===== src/rtl/soc_mem_arbiter_pkg.sv =====
// Shared types and constants for the two-master SoC memory bus arbiter.
// Imported by the bus interface, the arbiter and its testbench.
package soc_arb_pkg;

   localparam int ADDR_W = 32;
   localparam int DATA_W = 32;
   localparam int BE_W   = 4;

   typedef enum logic {
      ARB_IDLE = 1'b0,
      ARB_BUSY = 1'b1
   } arb_state_t;

   typedef logic master_id_t;

   localparam master_id_t MASTER_IMEM = 1'b0;
   localparam master_id_t MASTER_DMEM = 1'b1;

   localparam logic [DATA_W-1:0] DEFAULT_ERR_DATA = 32'hDEAD_BEEF;

endpackage


===== src/rtl/soc_mem_arbiter_if.sv =====
// Request/response memory bus: the Master drives the request, the Slave answers with a one-cycle valid.
interface SoC_MemBus;
   import soc_arb_pkg::*;

   logic              req;
   logic [ADDR_W-1:0] addr;
   logic [DATA_W-1:0] write_data;
   logic              write_en;
   logic [BE_W-1:0]   byte_en;
   logic              valid;
   logic [DATA_W-1:0] read_data;

   modport Master (
      output req, addr, write_data, write_en, byte_en,
      input  valid, read_data
   );

   modport Slave (
      input  req, addr, write_data, write_en, byte_en,
      output valid, read_data
   );

endinterface


===== src/rtl/soc_mem_arbiter.sv =====
// Round-robin arbiter giving instruction fetch (imem) and data (dmem) access to one memory port.
// The winning request is latched for the slave, and a watchdog ends transactions the slave never answers.
module soc_mem_arbiter
   import soc_arb_pkg::*;
#(
   parameter int unsigned       TIMEOUT_CYCLES = 1024,
   parameter logic [DATA_W-1:0] ERR_DATA       = DEFAULT_ERR_DATA
) (
   input  logic       clk,
   input  logic       rst,
   SoC_MemBus.Slave   imem,
   SoC_MemBus.Slave   dmem,
   SoC_MemBus.Master  mem,
   output master_id_t grant_id,
   output logic       busy,
   output logic       bus_error
);

   localparam int WD_W = (TIMEOUT_CYCLES == 0) ? 1 : $clog2(TIMEOUT_CYCLES + 1);
   localparam logic [WD_W-1:0] WD_LAST = (TIMEOUT_CYCLES == 0) ? '0 : WD_W'(TIMEOUT_CYCLES - 1);

   arb_state_t        state;
   master_id_t        owner;
   master_id_t        last_grant;
   logic [WD_W-1:0]   wd_cnt;
   logic [ADDR_W-1:0] addr_q;
   logic [DATA_W-1:0] wdata_q;
   logic              we_q;
   logic [BE_W-1:0]   be_q;

   logic              in_busy;
   logic              any_req;
   master_id_t        winner;
   logic              done;
   logic              timed_out;
   logic              finish;
   logic [DATA_W-1:0] resp_data;
   logic              imem_hit;
   logic              dmem_hit;

   assign in_busy = (state == ARB_BUSY);
   assign any_req = imem.req | dmem.req;

   // On a conflict the master that did not win last time goes first.
   assign winner = (imem.req && dmem.req) ? ~last_grant : master_id_t'(dmem.req);

   // A reset cycle suppresses completion so an aborted transaction is silently lost.
   assign done      = in_busy && mem.valid && !rst;
   assign timed_out = (TIMEOUT_CYCLES != 0) && in_busy && !mem.valid && !rst && (wd_cnt == WD_LAST);
   assign finish    = done | timed_out;
   assign resp_data = done ? mem.read_data : ERR_DATA;

   assign imem_hit = finish && (owner == MASTER_IMEM);
   assign dmem_hit = finish && (owner == MASTER_DMEM);

   assign imem.valid     = imem_hit;
   assign imem.read_data = imem_hit ? resp_data : '0;
   assign dmem.valid     = dmem_hit;
   assign dmem.read_data = dmem_hit ? resp_data : '0;

   assign mem.req        = in_busy;
   assign mem.addr       = addr_q;
   assign mem.write_data = wdata_q;
   assign mem.write_en   = we_q;
   assign mem.byte_en    = be_q;

   assign grant_id  = last_grant;
   assign busy      = in_busy;
   assign bus_error = timed_out;

   always_ff @(posedge clk) begin
      if (rst) begin
         state      <= ARB_IDLE;
         owner      <= MASTER_IMEM;
         last_grant <= MASTER_DMEM;
         wd_cnt     <= '0;
         addr_q     <= '0;
         wdata_q    <= '0;
         we_q       <= 1'b0;
         be_q       <= '0;
      end else begin
         case (state)
            ARB_IDLE: begin
               if (any_req) begin
                  state      <= ARB_BUSY;
                  owner      <= winner;
                  last_grant <= winner;
                  wd_cnt     <= '0;
                  if (winner == MASTER_DMEM) begin
                     addr_q  <= dmem.addr;
                     wdata_q <= dmem.write_data;
                     we_q    <= dmem.write_en;
                     be_q    <= dmem.byte_en;
                  end else begin
                     addr_q  <= imem.addr;
                     wdata_q <= imem.write_data;
                     we_q    <= imem.write_en;
                     be_q    <= imem.byte_en;
                  end
               end
            end
            ARB_BUSY: begin
               if (finish) begin
                  state <= ARB_IDLE;
               end else begin
                  wd_cnt <= wd_cnt + 1'b1;
               end
            end
            default: state <= ARB_IDLE;
         endcase
      end
   end

endmodule


===== src/flat_wrapper.sv =====
// flat-port wrapper written by rule: the top's interface ports become plain ports
module soc_mem_arbiter_flat import soc_arb_pkg::*;
#(
   parameter int unsigned       TIMEOUT_CYCLES = 1024,
   parameter logic [DATA_W-1:0] ERR_DATA       = DEFAULT_ERR_DATA
)
  (clk, rst, grant_id, busy, bus_error, imem_req, imem_addr, imem_write_data, imem_write_en, imem_byte_en, imem_valid, imem_read_data, dmem_req, dmem_addr, dmem_write_data, dmem_write_en, dmem_byte_en, dmem_valid, dmem_read_data, mem_req, mem_addr, mem_write_data, mem_write_en, mem_byte_en, mem_valid, mem_read_data);
  SoC_MemBus imem_i ();
  SoC_MemBus dmem_i ();
  SoC_MemBus mem_i ();
  input  logic clk;
  input  logic rst;
  output master_id_t grant_id;
  output logic busy;
  output logic bus_error;
  input wire logic [$bits(imem_i.req)-1:0] imem_req;
  input wire logic [$bits(imem_i.addr)-1:0] imem_addr;
  input wire logic [$bits(imem_i.write_data)-1:0] imem_write_data;
  input wire logic [$bits(imem_i.write_en)-1:0] imem_write_en;
  input wire logic [$bits(imem_i.byte_en)-1:0] imem_byte_en;
  output wire logic [$bits(imem_i.valid)-1:0] imem_valid;
  output wire logic [$bits(imem_i.read_data)-1:0] imem_read_data;
  input wire logic [$bits(dmem_i.req)-1:0] dmem_req;
  input wire logic [$bits(dmem_i.addr)-1:0] dmem_addr;
  input wire logic [$bits(dmem_i.write_data)-1:0] dmem_write_data;
  input wire logic [$bits(dmem_i.write_en)-1:0] dmem_write_en;
  input wire logic [$bits(dmem_i.byte_en)-1:0] dmem_byte_en;
  output wire logic [$bits(dmem_i.valid)-1:0] dmem_valid;
  output wire logic [$bits(dmem_i.read_data)-1:0] dmem_read_data;
  output wire logic [$bits(mem_i.req)-1:0] mem_req;
  output wire logic [$bits(mem_i.addr)-1:0] mem_addr;
  output wire logic [$bits(mem_i.write_data)-1:0] mem_write_data;
  output wire logic [$bits(mem_i.write_en)-1:0] mem_write_en;
  output wire logic [$bits(mem_i.byte_en)-1:0] mem_byte_en;
  input wire logic [$bits(mem_i.valid)-1:0] mem_valid;
  input wire logic [$bits(mem_i.read_data)-1:0] mem_read_data;
  assign imem_i.req = imem_req;
  assign imem_i.addr = imem_addr;
  assign imem_i.write_data = imem_write_data;
  assign imem_i.write_en = imem_write_en;
  assign imem_i.byte_en = imem_byte_en;
  assign imem_valid = imem_i.valid;
  assign imem_read_data = imem_i.read_data;
  assign dmem_i.req = dmem_req;
  assign dmem_i.addr = dmem_addr;
  assign dmem_i.write_data = dmem_write_data;
  assign dmem_i.write_en = dmem_write_en;
  assign dmem_i.byte_en = dmem_byte_en;
  assign dmem_valid = dmem_i.valid;
  assign dmem_read_data = dmem_i.read_data;
  assign mem_req = mem_i.req;
  assign mem_addr = mem_i.addr;
  assign mem_write_data = mem_i.write_data;
  assign mem_write_en = mem_i.write_en;
  assign mem_byte_en = mem_i.byte_en;
  assign mem_i.valid = mem_valid;
  assign mem_i.read_data = mem_read_data;
  soc_mem_arbiter #(.TIMEOUT_CYCLES(TIMEOUT_CYCLES), .ERR_DATA(ERR_DATA)) u_core (.clk(clk), .rst(rst), .imem(imem_i), .dmem(dmem_i), .mem(mem_i), .grant_id(grant_id), .busy(busy), .bus_error(bus_error));
endmodule

===== config.mk =====
export PLATFORM = sky130hd
export DESIGN_NAME = soc_mem_arbiter_flat
export DESIGN_NICKNAME = d
export VERILOG_FILES = /design/src/rtl/soc_mem_arbiter_pkg.sv /design/src/rtl/soc_mem_arbiter_if.sv /design/src/rtl/soc_mem_arbiter.sv /design/src/flat_wrapper.sv
export SDC_FILE = /design/constraint.sdc
export NUM_CORES = 1
export LEC_CHECK = 0
export CORE_AREA = 2 2 123 125
export CTS_CLUSTER_DIAMETER = 60
export DETAILED_ROUTE_END_ITERATION = 6
export DIE_AREA = 0 0 125 127
export PLACE_DENSITY = 0.7
export SKIP_LAST_GASP = 1
export SYNTH_ARGS = -nofsm -noshare
export SYNTH_HDL_FRONTEND = slang
export SYNTH_SLANG_ARGS = --single-unit

===== constraint.sdc =====
create_clock -name clk -period 5.3 [get_ports clk]
set_input_delay 0.795 -clock clk [delete_from_list [all_inputs] [get_ports clk]]
set_output_delay 0.795 -clock clk [all_outputs]
set_load 0.01 [all_outputs]

After elaboration in Yosys (flattened, before gate mapping). Index checks and enable logic that the tools add are counted.

Input bits: 175. Word-level logic and storage cells: 43. Output and inout bits: 139. Flip-flop bits (word level): 83.

Bitwise logic cells: 5. $add $sub $neg: 1. Equal/unequal tests: 3. Reductions and logical operators: 12. Muxes and demuxes: 14.

Operators with widths (number): 2-to-1 mux 32 bit (5); 2-to-1 mux 11 bit (2); one-hot mux 11 bit (2 select lines) (1); adder 11 x 1 -> 11 bit, second input constant (1); equality test 11 x 10 -> 1 bit, second input constant (1); logical AND 1 bit (8); 2-to-1 mux 1 bit (4); 2-to-1 mux 4 bit (1); AND reduction 2 bit (2); NOT 1 bit (3); zero test 1 bit (2); inequality test 2 x 1 -> 1 bit, second input constant (1); inequality test 2 bit, second input constant (1); OR 1 bit (2); one-hot mux 1 bit (2 select lines) (1).

Longest topological paths before layout.
Depth in word-level cells: 7. Mapped depth: 8.

Least setup slack after synthesis. OpenSTA, ideal clock, no wires.

Path type: input to output. Start point: input mem_valid. End point: output dmem_read_data[18]. Data arrival time: 2409 ps. Cell stages on the path: 7. Slack: 2096 ps. Buffers on the path: 2. Path through: or4b_1 -> or4_1 -> buf_2 -> clkinv_2 -> o21ai_2 -> buf_2 -> nor2_1.

Cells in the longest elaborated chain, start to end: 7. Elaborated cells on any way between the ends: 10. Those cells by class: mux (2); bitwise (1); reduce/logical (7).

Ends and longest elaborated chain: start: declaration (line flat_wrapper.sv:35) `input wire logic [$bits(mem_i.valid)-1:0] mem_valid;`; zero test 1 bit (line soc_mem_arbiter.sv:49) `assign timed_out = (TIMEOUT_CYCLES != 0) && in_busy && !mem.valid && !rst && (wd_cnt == WD_LAST);`; logical AND 1 bit (3 in a row) (line soc_mem_arbiter.sv:49); named net bus_error (line flat_wrapper.sv:15) `output logic bus_error;`; OR 1 bit (line soc_mem_arbiter.sv:50) `assign finish = done | timed_out;`; logical AND 1 bit (line soc_mem_arbiter.sv:54) `assign dmem_hit = finish && (owner == MASTER_DMEM);`; 2-to-1 mux 32 bit (line soc_mem_arbiter.sv:59) `assign dmem.read_data = dmem_hit ? resp_data : '0;`; end: declaration (line flat_wrapper.sv:29) `output wire logic [$bits(dmem_i.read_data)-1:0] dmem_read_data;`.

The timed path passes the listed nets, and every way through them passes these cells.

Worst setup path in the final report.
Start point: input mem_valid. End point: output imem_read_data[25].

Cells in the longest elaborated chain, start to end: 7. Elaborated cells on any way between the ends: 10. Those cells by class: mux (2); bitwise (1); reduce/logical (7).

Ends and longest elaborated chain: zero test 1 bit (line soc_mem_arbiter.sv:49); logical AND 1 bit (3 in a row) (line soc_mem_arbiter.sv:49); OR 1 bit (line soc_mem_arbiter.sv:50); logical AND 1 bit (line soc_mem_arbiter.sv:53) `assign imem_hit = finish && (owner == MASTER_IMEM);`; 2-to-1 mux 32 bit (*) (line soc_mem_arbiter.sv:57) `assign imem.read_data = imem_hit ? resp_data : '0;`; end: declaration (line flat_wrapper.sv:22) `output wire logic [$bits(imem_i.read_data)-1:0] imem_read_data;`.

Every way passes the cells marked *; elsewhere a longest branch is shown, timed or not.

==> impl_summary.log <==
[metrics] overall fraction of global-route tracks in use: between 15 and 20%
[metrics] x dimension of the die: approximately 130 µm
[metrics] run status: finished, final reports clean
[metrics] net count after synthesis: slightly below 700
[metrics] ordered cell list for the critical path: clkdlybuf4s50_1 -> or4b_1 -> or4_1 -> a21o_1 -> nor2_1 -> clkdlybuf4s50_1
[metrics] Final setup viols: 0
[metrics] wire length of the first global-routing pass: 23200 µm
[metrics] TritonCTS clock tree: built
[metrics] # port buffers: 313
[metrics] number of buffers added by the clock tree synthesis step: 9
[metrics] most frequently used cell type in the post-synthesis netlist: nor2_1
[metrics] area share of the largest cell type after synthesis: about two fifths
[metrics] die area: approximately 0.016 mm²
[metrics] total area of multi-input combinational cells: around 0.0023 mm²
[metrics] cell type with the largest total area after synthesis: dfxtp_1
[metrics] synthesized instance count: ~500
[metrics] routed length per placed instance: 15.0 µm
[metrics] final net count: just under 1000
[metrics] HPWL after detailed placement: ~12000 µm
[metrics] final max-slew violation count: 0
[metrics] post-route DRC violation count: 0
[metrics] transition time at the pin with the least slew margin: approximately 1200 ps
[metrics] starting utilization of the core area: between 20% and 30%
[metrics] # Max-Cap Violations: 0
[metrics] length of the first detailed-routing pass in iterations: 4
[metrics] post-route antenna net violation count: 0
[metrics] vias in the first global route: roughly 4600
[metrics] quantity of hold-fixing buffers added after cts: 0
[metrics] number of rows created at floorplan: 44
[metrics] antenna violations before repair: 0
[metrics] GRT met2 Usage: between 30% and 40%
[metrics] number of clock sinks: 83
[metrics] per-cell via count in the routed design: about 4.8
[metrics] setup total negative slack: 0 ps
[metrics] highest-delay cell along the critical path: clkdlybuf4s50_1
[metrics] total setup buffers inserted after CTS: 0
[metrics] WP data arrival: 3550 ps
[metrics] total area of sequential cells: around 0.0017 mm²
[metrics] fraction of registers with async set/reset: 0%
[metrics] post-CTS resize count: 0
[metrics] Hold Crit Class: flip-flop to flip-flop
[metrics] RSZ-0062 raised after global routing: no
[metrics] maximum number of pins on one net before global-route repair: 85
[metrics] Diodes inserted: 0
[metrics] number of DRC markers after the initial detailed-route iteration: approximately 140
[metrics] share of the yosys chip area belonging to registers: between 30% and 40%
[metrics] delay of the slowest cell on the worst path: 550 ps
[metrics] final period demand of the worst path: between 4000 and 5000 ps
[metrics] number of levels in the clock H-tree: 3
[metrics] met3 layer usage reported by global route: about 5.5%
[metrics] share of cells above drive strength 1: 3.54%
[metrics] power density of the placed cells: approximately 250 mW/mm²
[metrics] Root Buffer Master: clkbuf_16
[metrics] startpoint type of the worst setup path: input pin
[metrics] area of the mapped netlist: between 0.004 and 0.005 mm²
[metrics] area overhead of the layout relative to synthesis: 85.1%
[metrics] top post-synthesis cells by count: 152 x nor2_1, 83 x dfxtp_1, 69 x a211oi_1, 69 x mux2i_1, 30 x clkbuf_1
[metrics] largest fanout of any net on the critical path: 25
[metrics] Worst Setup Path Type: input pin to primary output
[metrics] final wirelength: approximately 15000 µm
[metrics] VDD IR-drop max: between 0.1 and 0.15 mV
[metrics] EDFF count, synth: 0
[metrics] Die Span Y: 127 µm
[metrics] vias post-DR: around 4700
[metrics] GR peak layer: met2
[metrics] maximum clock rate: roughly 230 MHz
[metrics] clock slew at the register clock pins of the worst setup and hold paths: about 60 ps
[metrics] syn avg cell area: 8.36 µm²
[metrics] clock latency of the later-clocked register in the worst-skew pair: 340 ps
[metrics] post-route clock period utilization: between 80% and 90%
[metrics] fill cell instance count of the final layout: ~1300
[metrics] area of the core region: 0.0144 mm²
[metrics] Critical Path Most Common Cell: clkdlybuf4s50_1
[metrics] Top-Level Pins: between 300 and 400
[metrics] leakage power summed over all cells: around 3.0 nW
[metrics] Slew Limit Headroom: 22.3%
[metrics] overflow left after global routing: 0
[metrics] Yosys reg bits: 83
[metrics] Synthesis Warnings: 0
[metrics] clock tree buffer depth: 2
[metrics] Worst Skew: between 7 and 8 ps
[metrics] required time worst endpoint: 4510 ps
[metrics] post-place instance area: roughly 0.0074 mm²
[metrics] met1 track utilization from global routing: 18.2%
[metrics] primary flip-flop cell chosen by synthesis mapping: dfxtp_1
[metrics] RePlAce Congestion: 0.853
[metrics] number of distinct library cells after synthesis: 40
[metrics] type of destination of the critical path: primary output
[metrics] final hold violation count: 0
[metrics] most area-consuming cells after synthesis: dfxtp_1 40%, mux2i_1 17%, nor2_1 14%, a211oi_1 12%, clkbuf_1 2.7%
[metrics] post-route cell area: 0.00772 mm²
## worst max-delay path, delay by kind of cell
family / cells / cell delay [ps]
simple gates: 3 / 1290
buf+inv: 2 / 990
compound gates: 1 / 470
## through the flow
stage	power, mW	instances	setup slack, ps	utilization, %	hold WS [ps]
finish	1.91	974	950	53.5	464
global route	2.01	974	769	53.5	466
CTS	1.94	974	957	53.5	451
detailed placement	1.26	958	970	51.3	442
global placement	1.25	958	1040	51.3	433
floorplan	0.940	499	2100	-	419
## sequential cells by signal, indices dropped and copies added, names as in the netlist
register,flops
u_core.mem.write_en,1
u_core.mem.byte_en,4
u_core.mem.write_data,32
u_core.grant_id,1
u_core.busy,1
u_core.owner,1
u_core.wd_cnt,11
u_core.mem.addr,32
## cell type report
cell class              instances  area share (%)
well taps                     184            2.98
inverters                       5           0.259
clock inverters                 6            1.25
multi-input cells             367            29.9
repair buffers                319            41.1
flip-flops and latches         83            21.5
clock buffers                  10            2.97
## placed cells by master, fill, tap and decap left out, drive strengths merged, types with 2 or more instances in the layout
| master | count |
|---|---|
| and2 | 8 |
| bufinv | 2 |
| o311ai | 3 |
| o211ai | 3 |
| clkinv | 2 |
| nand3 | 6 |
| inv | 6 |
| dfxtp | 83 |
| nand4 | 3 |
| clkbuf | 10 |
| nor2 | 152 |
| o21ai | 3 |
| mux2i | 69 |
| or4 | 3 |
| buf | 7 |
| and3 | 13 |
| clkdlybuf4s50 | 312 |
| mux2 | 4 |
| nand2 | 5 |
| a211oi | 69 |
| nor3 | 3 |
| a21oi | 6 |
| nor4 | 3 |
## kinds of logic after synthesis
logic type	synth area share, %
buffers and inverters	5.19
AO/OA/AOI/OAI	15.9
flip-flops	39.8
adder cells (fa/ha/maj)	0.300
AND/OR/NAND/NOR	21.1
multiplexers	17.6
## routing by layer
metal / part of all wire, % / up-vias
met2: 53 / 217
li1: - / 2349
met1: 36 / 2095
met4: 2.5 / 0
met3: 8.7 / 21
met5: 0 / -
## worst paths after layout
path | depth (start not counted) | to | slack [ps] | from
worst min register to register | 2 | u_core.wd_cnt[10] | 460 | u_core.wd_cnt[10]
worst max register to register | 5 | u_core.wd_cnt[7] | 3080 | u_core.busy
worst max-delay path | 6 | imem_read_data[25] | 950 | mem_valid
worst min-delay path | 2 | u_core.wd_cnt[10] | 460 | u_core.wd_cnt[10]
## power breakdown
part / internal (mW) / switching (mW)
clock network: 0.418 / 0.256
logic: 0.302 / 0.218
registers: 0.684 / 0.0341
(Power assumes the default switching activity.)
